<file path="src/rtl/mem_wb_pkg.sv">
// Shared opcode constants and destination-decode helpers for the MEM->WB stage.
// Latency: none (package only). Backpressure: n/a.
package mem_wb_pkg;

    localparam logic [3:0] OP_LW    = 4'b0000;
    localparam logic [3:0] OP_SW    = 4'b0001;
    localparam logic [3:0] OP_LI    = 4'b0010;
    localparam logic [3:0] OP_ADDU  = 4'b0011;
    localparam logic [3:0] OP_ADDIU = 4'b0100;
    localparam logic [3:0] OP_SLL   = 4'b0101;
    localparam logic [3:0] OP_MUL   = 4'b0110;
    localparam logic [3:0] OP_BGE   = 4'b0111;
    localparam logic [3:0] OP_J     = 4'b1000;
    localparam logic [3:0] OP_MULI  = 4'b1001;

    // {wen=0, rd=all ones}; callers truncate to REG_AW+1 bits
    function automatic logic [31:0] no_write_code(input int unsigned reg_aw);
        return (32'd1 << reg_aw) - 32'd1;
    endfunction

    function automatic logic writes_reg(input logic [3:0] opcode);
        case (opcode)
            OP_LW, OP_LI, OP_ADDU, OP_ADDIU, OP_SLL, OP_MUL, OP_MULI: return 1'b1;
            default:                                                 return 1'b0;
        endcase
    endfunction

endpackage

</file>
<file path="src/rtl/wb_dest_decode.sv">
// Decodes an instruction word into the writeback destination code {wen, rd}.
// Latency: combinational. Backpressure: none.
module wb_dest_decode
    import mem_wb_pkg::*;
#(
    parameter int IR_W   = 32,
    parameter int REG_AW = 5
) (
    input  logic [IR_W-1:0]   ir_i,
    output logic [REG_AW:0]   reg_num_o
);

    localparam logic [REG_AW:0] NO_WRITE = (REG_AW+1)'(no_write_code(REG_AW));

    logic [3:0]        opcode;
    logic [REG_AW-1:0] rd;
    logic              unused_ir_bits;

    assign opcode         = ir_i[IR_W-1 -: 4];
    assign rd             = ir_i[IR_W-5 -: REG_AW];
    assign unused_ir_bits = ^ir_i[IR_W-5-REG_AW:0];

    assign reg_num_o = writes_reg(opcode) ? {1'b1, rd} : NO_WRITE;

endmodule

</file>
<file path="src/rtl/mem_wb_pipe.sv">
// MEM->WB stage: DEPTH-entry in-order result buffer with flush; optional forwarding under MEM_WB_FWD_EN.
// Latency 1 cycle push->visible; in_ready_o depends only on registered occupancy, stalls hold the head.
module mem_wb_pipe
    import mem_wb_pkg::*;
#(
    parameter int DATA_W = 32,
    parameter int IR_W   = 32,
    parameter int REG_AW = 5,
    parameter int DEPTH  = 2
) (
    input  logic              clk_i,
    input  logic              rst_n_i,
    input  logic              flush_i,
    input  logic              in_valid_i,
    output logic              in_ready_o,
    input  logic [DATA_W-1:0] data_i,
    input  logic [IR_W-1:0]   ir_i,
    output logic              out_valid_o,
    input  logic              out_ready_i,
    output logic [DATA_W-1:0] data_o,
    output logic [REG_AW:0]   reg_num_o
`ifdef MEM_WB_FWD_EN
    ,
    input  logic [REG_AW-1:0] fwd_rs_i,
    output logic              fwd_hit_o,
    output logic [DATA_W-1:0] fwd_data_o
`endif
);

    localparam int PTR_W = (DEPTH > 1) ? $clog2(DEPTH) : 1;
    localparam int CNT_W = $clog2(DEPTH + 1);
    localparam logic [REG_AW:0]  NO_WRITE = (REG_AW+1)'(no_write_code(REG_AW));
    localparam logic [CNT_W-1:0] FULL_CNT = CNT_W'(DEPTH);
    localparam logic [PTR_W-1:0] LAST_PTR = PTR_W'(DEPTH - 1);

    logic [DATA_W-1:0] data_q [DEPTH];
    logic [REG_AW:0]   rnum_q [DEPTH];

    logic [CNT_W-1:0] count_q, count_d;
    logic [PTR_W-1:0] rptr_q, rptr_d;
    logic [PTR_W-1:0] wptr_q, wptr_d;

    logic            push;
    logic            pop;
    logic [REG_AW:0] in_reg_num;

    function automatic logic [PTR_W-1:0] ptr_inc(input logic [PTR_W-1:0] p);
        return (p == LAST_PTR) ? '0 : p + 1'b1;
    endfunction

    wb_dest_decode #(
        .IR_W   (IR_W),
        .REG_AW (REG_AW)
    ) u_dest_decode (
        .ir_i      (ir_i),
        .reg_num_o (in_reg_num)
    );

    assign in_ready_o  = (count_q != FULL_CNT);
    assign out_valid_o = (count_q != '0);
    assign push        = in_valid_i & in_ready_o;
    assign pop         = out_valid_o & out_ready_i;

    assign data_o    = out_valid_o ? data_q[rptr_q] : '0;
    assign reg_num_o = out_valid_o ? rnum_q[rptr_q] : NO_WRITE;

    // Flush wins: a same-cycle pop is still consumed downstream, but all state clears.
    always_comb begin
        count_d = count_q;
        rptr_d  = rptr_q;
        wptr_d  = wptr_q;
        if (flush_i) begin
            count_d = '0;
            rptr_d  = '0;
            wptr_d  = '0;
        end else begin
            if (push) wptr_d = ptr_inc(wptr_q);
            if (pop)  rptr_d = ptr_inc(rptr_q);
            case ({push, pop})
                2'b10:   count_d = count_q + 1'b1;
                2'b01:   count_d = count_q - 1'b1;
                default: count_d = count_q;
            endcase
        end
    end

    always_ff @(posedge clk_i or negedge rst_n_i) begin
        if (!rst_n_i) begin
            count_q <= '0;
            rptr_q  <= '0;
            wptr_q  <= '0;
            for (int i = 0; i < DEPTH; i++) begin
                data_q[i] <= '0;
                rnum_q[i] <= NO_WRITE;
            end
        end else begin
            count_q <= count_d;
            rptr_q  <= rptr_d;
            wptr_q  <= wptr_d;
            if (push && !flush_i) begin
                data_q[wptr_q] <= data_i;
                rnum_q[wptr_q] <= in_reg_num;
            end
        end
    end

`ifdef MEM_WB_FWD_EN
    logic [PTR_W-1:0] fwd_idx;

    // Walk oldest to youngest so the last match (youngest) is what remains.
    always_comb begin
        fwd_hit_o  = 1'b0;
        fwd_data_o = '0;
        fwd_idx    = '0;
        for (int i = 0; i < DEPTH; i++) begin
            fwd_idx = PTR_W'((int'(rptr_q) + i) % DEPTH);
            if ((CNT_W'(i) < count_q) && rnum_q[fwd_idx][REG_AW] &&
                (rnum_q[fwd_idx][REG_AW-1:0] == fwd_rs_i)) begin
                fwd_hit_o  = 1'b1;
                fwd_data_o = data_q[fwd_idx];
            end
        end
    end
`endif

endmodule

</file>
<file path="config.mk">
export PLATFORM = sky130hd
export DESIGN_NAME = mem_wb_pipe
export DESIGN_NICKNAME = d
export VERILOG_FILES = /design/src/rtl/mem_wb_pkg.sv /design/src/rtl/wb_dest_decode.sv /design/src/rtl/mem_wb_pipe.sv
export SDC_FILE = /design/constraint.sdc
export NUM_CORES = 1
export LEC_CHECK = 0
export ABC_CLOCK_PERIOD_IN_PS = 2470
export CORE_ASPECT_RATIO = 1.25
export CORE_UTILIZATION = 51
export CTS_CLUSTER_SIZE = 20
export DETAILED_ROUTE_END_ITERATION = 12
export PLACE_DENSITY_LB_ADDON = 0.15
export SYNTH_ARGS = -nofsm -noshare
export SYNTH_HDL_FRONTEND = slang
export SYNTH_SLANG_ARGS = --single-unit
export TNS_END_PERCENT = 50
</file>
<file path="constraint.sdc">
create_clock -name clk_i -period 2.47 [get_ports clk_i]
set_input_delay 0.3705 -clock clk_i [delete_from_list [all_inputs] [get_ports clk_i]]
set_output_delay 0.3705 -clock clk_i [all_outputs]
set_load 0.05 [all_outputs]
</file>
==> Word-level counts from Yosys, hierarchy flattened <==
Cells that the tools add are included.
{ "classes": {"eq_ne": 9, "n_addsub": 4, "reduce_logical": 9, "n_mux": 24, "order_cmp": 3, "bitwise_logic": 4} }
{ "op_table": {"columns": ["operator", "count"], "rows": [
  ["32-bit two-way mux", 5],
  ["64-bit bitwise mux", 1],
  ["6-bit two-way mux", 6],
  ["32-bit demux with 1-bit select", 1],
  ["12-bit bitwise mux", 1],
  ["4-bit by 3-bit == test with 1-bit output, second input constant", 3],
  ["4-bit by 2-bit == test with 1-bit output, second input constant", 2],
  ["1-bit two-way mux", 7],
  ["7-bit OR reduction", 1],
  ["6-bit demux with 1-bit select", 1],
  ["2-bit nonzero test", 3],
  ["4-bit == test, second input constant", 1],
  ["2-bit >= comparator, second input constant", 2],
  ["4-bit logical NOT", 1],
  ["1-bit inverter with 2-bit output", 2],
  ["2-bit one-hot mux with 2 select lines", 1],
  ["3-bit nonzero test", 1],
  ["1-bit adder, second input constant", 2],
  ["2-bit by 1-bit adder with 2-bit output, second input constant", 1],
  ["1-bit bitwise AND", 2],
  ["2-bit by 1-bit == test with 1-bit output, second input constant", 1],
  ["2-bit == test, second input constant", 1],
  ["1-bit logical AND", 2],
  ["2-bit by 1-bit less-than comparator with 1-bit output, second input constant", 1],
  ["other kinds (4)", 4]
]} }
{ "totals": {"reg_bits": 80, "output_inout_bits": 40, "word_cells": 60, "in_bits": 69} }

==> Logic depth before layout (Yosys ltp) <==
Gate-level depths: netlist of run 1.
{ "depth": {"depth_word": 6, "depth_mapped": 7, "depth_no_buf": 4} }

==> By module <==
A second synthesis of run 1 with hierarchy kept.
{ "unflattened": {"hier_cells": 285, "hier_area_um2": 3848.7} }
{ "by_module_without_submodules": {"columns": ["mod", "cells_per_inst", "n_inst", "seq_area_each_um2", "area_per_inst_um2"], "rows": [
  ["mem_wb_pipe", 270, 1, 2014.4, 3743.6],
  ["wb_dest_decode", 15, 1, 0.0, 105.1]
]} }

==> Least setup slack after synthesis of run 1 <==
No wires, ideal clock.
{ "synth_path": {"path_type": "reg2out", "from": "reg rptr_q", "to": "out data_o[26]", "n_path_buf": 3, "slack_ns": 0.394, "required_time_ns": 2.099, "arrival_ns": 1.705, "path_stages_with_launch": 6, "path_cell_list": "dfrtp_1 clkbuf_1 buf_2 buf_2 mux2i_1 nor2_1"} }
{ "synth_via": {"elab_chain_cells": 5} }
{ "synth_lines": {"columns": ["element", "line_no", "rtl"], "rows": [
  ["start: declaration", "mem_wb_pipe.sv:40", "logic [PTR_W-1:0] rptr_q, rptr_d;"],
  ["start signal: assignment", "mem_wb_pipe.sv:98", "rptr_q <= rptr_d;"],
  ["1-bit inverter with 2-bit output (implied by the code)", "mem_wb_pipe.sv:64", "assign data_o = out_valid_o ? data_q[rptr_q] : '0;"],
  ["32-bit two-way mux (implied by the code) (3 in series)", "mem_wb_pipe.sv:64", null],
  ["32-bit two-way mux", "mem_wb_pipe.sv:64", null],
  ["end: declaration", "mem_wb_pipe.sv:20", "output logic [DATA_W-1:0] data_o,"]
]} }
Every way passes these cells. The select of a mux whose other input is x is not followed.

==> Worst setup path after layout of run 1 <==
{ "layout_path": {"from": "reg rptr_q", "to": "out data_o[9]"} }
The elaborated chain is that of the path after synthesis.

==> flow_summary.json, run 1 <==
{
  "status": "finished, final reports clean",
  "busiest_layer": "met2",
  "drt_iter0_drc": 111,
  "crit_type": "reg2out",
  "p_sw_w": 0.00118,
  "period_needed_ns": 2.39,
  "seqPwrFrac_pct": 48.1,
  "routedWlPerCell_um": 16.6,
  "grt_max_degree": 49,
  "period_share_pct": 96.7,
  "routed_wl_um": 7940,
  "required_ns": 2.10,
  "p_int_w": 0.00260,
  "antennaDiodeCount": 0,
  "synth_cells": 294,
  "met3_usage_pct": 3.93,
  "root_buffer": "clkbuf_8",
  "vias_per_cell": 5.39,
  "overflow": 0,
  "die_area_mm2": 0.00778,
  "die_y_um": 98.4,
  "areaGrowthSynthToFinish_pct": 31.5,
  "synthMuxAreaShare_pct": 31.1,
  "grt_util_met2_pct": 36.5,
  "worst_pin_slew_ns": 0.621,
  "power_w": 0.00378,
  "fp.dieW_um": 79.1,
  "timing.setup.tns_ns": 0,
  "final.fill_count": 536,
  "finalSetupViolCount": 0,
  "htreeDepth": 3,
  "grt_pass1_vias": 2726,
  "ir_worst_vdd_mv": 0.536,
  "rsz0062_at_grt": "false",
  "critPathLaunchType": "register",
  "synth_adder_area_share_pct": 0,
  "tritoncts": "done",
  "seq_area_mm2": 0.00202,
  "ctsLongestPathBuffers": 2,
  "drc": 0,
  "core-area_mm2": 0.00706,
  "synth_compound_area_share_pct": 4.19,
  "r2r-start": "count_q[1]",
  "ys_warn_count": 0,
  "drv_cap": 0,
  "max_freq_mhz": 419,
  "vias": 2582,
  "synth_xor_area_share_pct": 0.231,
  "dr.pass1.iters": 4,
  "start_util_pct": 53.6,
  "synth.avg_cell_area_um2": 12.9,
  "synth_top_family_by_area": "multiplexers",
  "yosysSeqAreaShare_pct": 53.2,
  "reg2reg_depth": 5,
  "synth_nets": 363,
  "reg2reg_to": "rnum_q[11]",
  "hpwl_um": 5320,
  "worstPathArrival_ns": 2.02,
  "ff2ff_setup_slack_ns": 0.71,
  "antenna_found_initial": 0,
  "hold_viol": 0,
  "post-cts-setup-buffer-count": 0,
  "worstSetupStartpoint": "rptr_q",
  "fin_hold_ws_ns": 0.0291,
  "layout.nets": 453,
  "grt.total_usage_pct": 21.8,
  "grt_pass1_wl_um": 13100,
  "switching_share_pct": 31.3,
  "clkPwrFrac_pct": 22.6,
  "async_reset_ff_share_pct": 100,
  "yosys_register_bits": 80,
  "io_buffers": 85,
  "drive_gt1_share_pct": 34.4,
  "final_core_utilization_pct": 70.5,
  "clock_latency_ns": 0.34,
  "netlist_area_mm2": 0.00379,
  "cp_max_fo": 14,
  "place_congestion": 0.767,
  "drv_slew": 0,
  "numClockSinks": 80,
  "p_comb_share_pct": 29.3,
  "setup_ws_ns": 0.0813,
  "rows": 34,
  "synth.distinct_cells": 32,
  "numCtsBuffers": 9,
  "total_leakage_power_nw": 2.22,
  "holdCritPathClass": "in2async",
  "met1_usage_pct": 28.1,
  "slew_headroom_pct": 58.6,
  "clock_skew_ns": 0.00902,
  "synth_edf_count": 0,
  "clk_pin_slew_worst_paths_ns": 0.08,
  "ys.flop_type": "dfrtp_1",
  "end_kind": "output pin",
  "drtAntennaViolNets": 0,
  "io_pins": 109,
  "multiInputGateArea_mm2": 0.00163,
  "synth_simple_gate_area_share_pct": 7.27,
  "p_per_area_mw_per_mm2": 759,
  "place_worst_setup_slack_ns": 0.274
}
## layout make-up
type / count / area share [%]
multi-input combinational: 187 / 32.8
tap: 90 / 2.26
clock buffer: 12 / 2.91
clock inverter: 4 / 0.603
inverter: 8 / 0.653
timing repair buffer: 98 / 20.3
sequential: 80 / 40.5
## sequential cells by signal (all words and copies together), names as in the netlist
name,cells
count_q,2
rnum_q,12
data_q,64
wptr_q,1
rptr_q,1
## worst max path at each step
stage,to,cells after the start
6_report,data_o[9],3
3_3_place_gp,data_q[9],5
2_1_floorplan,data_o[26],5
3_5_place_dp,data_q[10],5
4_1_cts,data_o[3],3
5_1_grt,data_o[8],3
## power by group through the flow
stage	logic (W)	registers [W]	clock network, W
after floorplan	0.000793	0.00178	0
after detailed placement	0.00112	0.00184	0
final	0.00111	0.00182	0.000855
after global placement	0.00109	0.00182	0
after global routing	0.00119	0.00186	0.000938
after CTS	0.00112	0.00182	0.000881
## cells in the final DEF (no fill, tap or decap), types with 2 or more instances in the layout
master | Yosys | final
a21oi_1 | 3 | 3
a2bb2oi_1 | 5 | 5
a31oi_1 | 10 | 10
buf_12 | 0 | 9
buf_4 | 5 | 32
clkbuf_1 | 6 | 2
clkbuf_8 | 0 | 10
clkdlybuf4s50_1 | 0 | 48
clkinvlp_4 | 0 | 4
dfrtp_1 | 70 | 69
dfstp_2 | 10 | 10
dlymetal6s2s_1 | 0 | 9
inv_1 | 7 | 7
mux2_1 | 2 | 2
mux2_2 | 49 | 49
mux2_4 | 15 | 15
mux2i_1 | 38 | 38
nand2_1 | 5 | 5
nor2_1 | 37 | 36
nor2b_1 | 2 | 2
nor3b_1 | 2 | 2
nor4_1 | 5 | 5
o21ai_0 | 3 | 3
## synthesized netlist by cell type (all sizes together), types with 3 or more instances
| master | n | area, um^2 |
|---|---|---|
| mux2 | 66 | 800 |
| buf | 13 | 96.3 |
| inv | 8 | 32.5 |
| mux2i | 38 | 380 |
| clkbuf | 6 | 22.5 |
| o21ai | 3 | 15.0 |
| a21oi | 3 | 15.0 |
| a2bb2oi | 5 | 43.8 |
| nor2 | 37 | 139 |
| dfrtp | 70 | 1750 |
| nand2 | 5 | 18.8 |
| a31oi | 10 | 62.6 |
| nor4 | 5 | 31.3 |
| dfstp | 10 | 263 |
## worst max-delay path, stage by stage, from the launching register on
cell and delay [ns]:
dfrtp_2 0.64, mux2i_1 0.13, nor2_1 0.10, clkdlybuf4s50_1 0.80
## cell families (layout without fill, tap and decap cells)
group | after synthesis | count (layout)
AO/OA/AOI/OAI | 24 | 24
XOR/XNOR | 1 | 1
buffers and inverters | 27 | 122
flip-flops | 80 | 80
multiplexers | 104 | 104
AND/OR/NAND/NOR | 58 | 58
## per-stage QoR
stage	cells	area, um^2
floorplan	294	3790
global placement	463	4780
detailed placement	463	4780
CTS	479	4960
global route	479	4980
finish	479	4980
## layer usage
layer  part of all wire [%]  vias up
li1                       -     1214
met3                    3.4        7
met4                    1.2        0
met5                      0        -
met2                     52       59
met1                     43     1302
## timing repair
| item | 4_1_cts | 5_1_grt |
|---|---|---|
| hold buffers | 0 | 0 |
| resized for setup | 0 | 9 |
| setup endpoints to repair | 0 | 9 |
Power figures use the tool's default switching activity.
==> run 2: changes to the inputs <==
--- a/config.mk
+++ b/config.mk
@@ -7,7 +7,7 @@
 export LEC_CHECK = 0
 export ABC_CLOCK_PERIOD_IN_PS = 2470
 export CORE_ASPECT_RATIO = 1.25
-export CORE_UTILIZATION = 51
+export CORE_UTILIZATION = 50
 export CTS_CLUSTER_SIZE = 20
 export DETAILED_ROUTE_END_ITERATION = 12
 export PLACE_DENSITY_LB_ADDON = 0.15
==> run 2 against run 1 <==
Routed wire length fell by 0.96%. Utilization is 2.6 points lower. Largest power group unchanged. Clock skew shrank 0.0014 ns. Hold slack improved by 0.48 ns.
==> flow_summary.json, run 2 (synthesis results as in run 1) <==
{
  "clk_pin_slew_worst_paths_ns": 0.08,
  "holdCritPathClass": "reg2reg",
  "place_congestion": 0.780,
  "antennaDiodeCount": 0,
  "die_y_um": 99.3,
  "io_pins": 109,
  "hpwl_um": 5290,
  "start_util_pct": 51.5,
  "drtAntennaViolNets": 0,
  "final_cell_mix": "69 x dfrtp_1, 49 x mux2_2, 45 x clkdlybuf4s50_1",
  "p_per_area_mw_per_mm2": 791,
  "post-cts-setup-buffer-count": 0,
  "worstSetupStartpoint": "count_q[1]",
  "grt_max_degree": 44,
  "numClockSinks": 80,
  "end_kind": "output pin",
  "routedWlPerCell_um": 16.3,
  "worstPathArrival_ns": 1.88,
  "largest_reg_flops": 64,
  "regMostFlops": "data_q",
  "hold_start": "rnum_q[10]",
  "hold_viol": 0,
  "critPathLaunchType": "register",
  "drv_cap": 0,
  "overflow": 0,
  "drt_iter0_drc": 121,
  "htreeDepth": 3,
  "drive_gt1_share_pct": 37.7,
  "routed_wl_um": 7860,
  "final.fill_count": 570,
  "antenna_found_initial": 0,
  "clock_latency_ns": 0.35,
  "timing.setup.tns_ns": 0,
  "fin_hold_ws_ns": 0.505,
  "areaGrowthSynthToFinish_pct": 31.9,
  "ir_worst_vdd_mv": 0.447,
  "tritoncts": "done",
  "layout.nets": 454,
  "layout_commonest_cell": "dfrtp_1",
  "finalSetupViolCount": 0,
  "grt_pass1_vias": 2732,
  "clock_skew_ns": 0.00761,
  "period_needed_ns": 2.25,
  "period_share_pct": 91.2,
  "grt_pass1_wl_um": 12900,
  "final_core_utilization_pct": 67.9,
  "drv_slew": 0,
  "vias_per_cell": 5.46,
  "drc": 0,
  "ff2ff_setup_slack_ns": 0.70,
  "rsz0062_at_grt": "false",
  "core-area_mm2": 0.00736,
  "dr.pass1.iters": 4,
  "vias": 2630,
  "root_buffer": "clkbuf_8",
  "max_freq_mhz": 444,
  "status": "finished, final reports clean",
  "fp.dieW_um": 79.9,
  "io_buffers": 85,
  "numCtsBuffers": 9,
  "slew_headroom_pct": 67.0,
  "r2r-start": "count_q[1]",
  "ctsLongestPathBuffers": 2,
  "total_leakage_power_nw": 2.13,
  "worst_pin_slew_ns": 0.495,
  "rows": 35,
  "crit_type": "reg2out",
  "reg.largest.list": "data_q: 64 flops, rnum_q: 12 flops, count_q: 2 flops",
  "cp_max_fo": 8,
  "required_ns": 2.10,
  "grt.total_usage_pct": 21.3,
  "die_area_mm2": 0.00793
}
run 2: changes by cell type in the layout (fill, tap and decap cells not counted):
| cell | change |
|---|---|
| clkinv_2 | +2 |
| dlygate4sd3_1 | +1 |
| bufinv_16 | +2 |
| clkdlybuf4s50_1 | -3 |
| clkinvlp_4 | -2 |
| buf_4 | +11 |
| buf_12 | +1 |
| nor2_2 | -1 |
| nor2_4 | +1 |
| dlymetal6s2s_1 | -9 |
| clkbuf_8 | -1 |
| clkbuf_1 | -1 |
run 2: path summary, 6_finish.rpt:
path | to | depth (start not counted)
min in group asynchronous | data_q[5] | 2
hold / removal | rnum_q[10] | 1
max in group asynchronous | rnum_q[1] | 3
setup reg to reg | rnum_q[11] | 5
hold reg to reg | rnum_q[10] | 1
setup / recovery | in_ready_o | 3
run 2: metal layers:
layer  wire length (um)  up-vias  share of wire, %  GRT usage [%]
met3                313        9               4.0           4.40
met1               3440     1341                44           27.6
met4                119        0               1.5           8.10
li1                   -     1221                 -              -
met2               3980       59                51           35.1
met5                  0        -                 0              0
run 2: worst max-delay path: stages, from the launching register on:
cell and delay, ns:
dfrtp_1 0.44, nor2b_1 0.19, inv_4 0.11, clkdlybuf4s50_1 0.80
run 2: report_power, final:
group | total [W] | switching (W) | internal, W
Combinational | 0.00111 | 0.000548 | 0.000562
Clock | 0.00103 | 0.000467 | 0.000566
Sequential | 0.00181 | 0.000170 | 0.00164
Total | 0.00395 | 0.00119 | 0.00277
run 2: metrics by stage:
| step | cell area [um^2] | power, W | instances | setup slack, ns |
|---|---|---|---|---|
| after floorplan | 3790 | 0.00257 | 294 | 0.394 |
| after global placement | 4770 | 0.00291 | 465 | 0.383 |
| after detailed placement | 4770 | 0.00296 | 465 | 0.402 |
| after CTS | 5000 | 0.00400 | 482 | 0.194 |
| after global routing | 5000 | 0.00415 | 482 | 0.156 |
| final | 5000 | 0.00395 | 482 | 0.216 |
run 2: area by class of cell:
type / instances / area, um^2 / area share (%)
flip-flops and latches: 80 / 2020 / 40.3
multi-input cells: 187 / 1640 / 32.8
repair buffers: 99 / 983 / 19.7
clock buffers: 10 / 128 / 2.55
well taps: 92 / 115 / 2.30
inverters: 8 / 32.5 / 0.651
clock inverters: 6 / 85.1 / 1.70
run 2: what timing repair did:
| action | 4_1_cts | 5_1_grt |
|---|---|---|
| gates resized for setup | 0 | 0 |
| setup endpoints to repair | 0 | 0 |
| hold endpoints to repair | 25 | 0 |
| hold buffers | 1 | 0 |
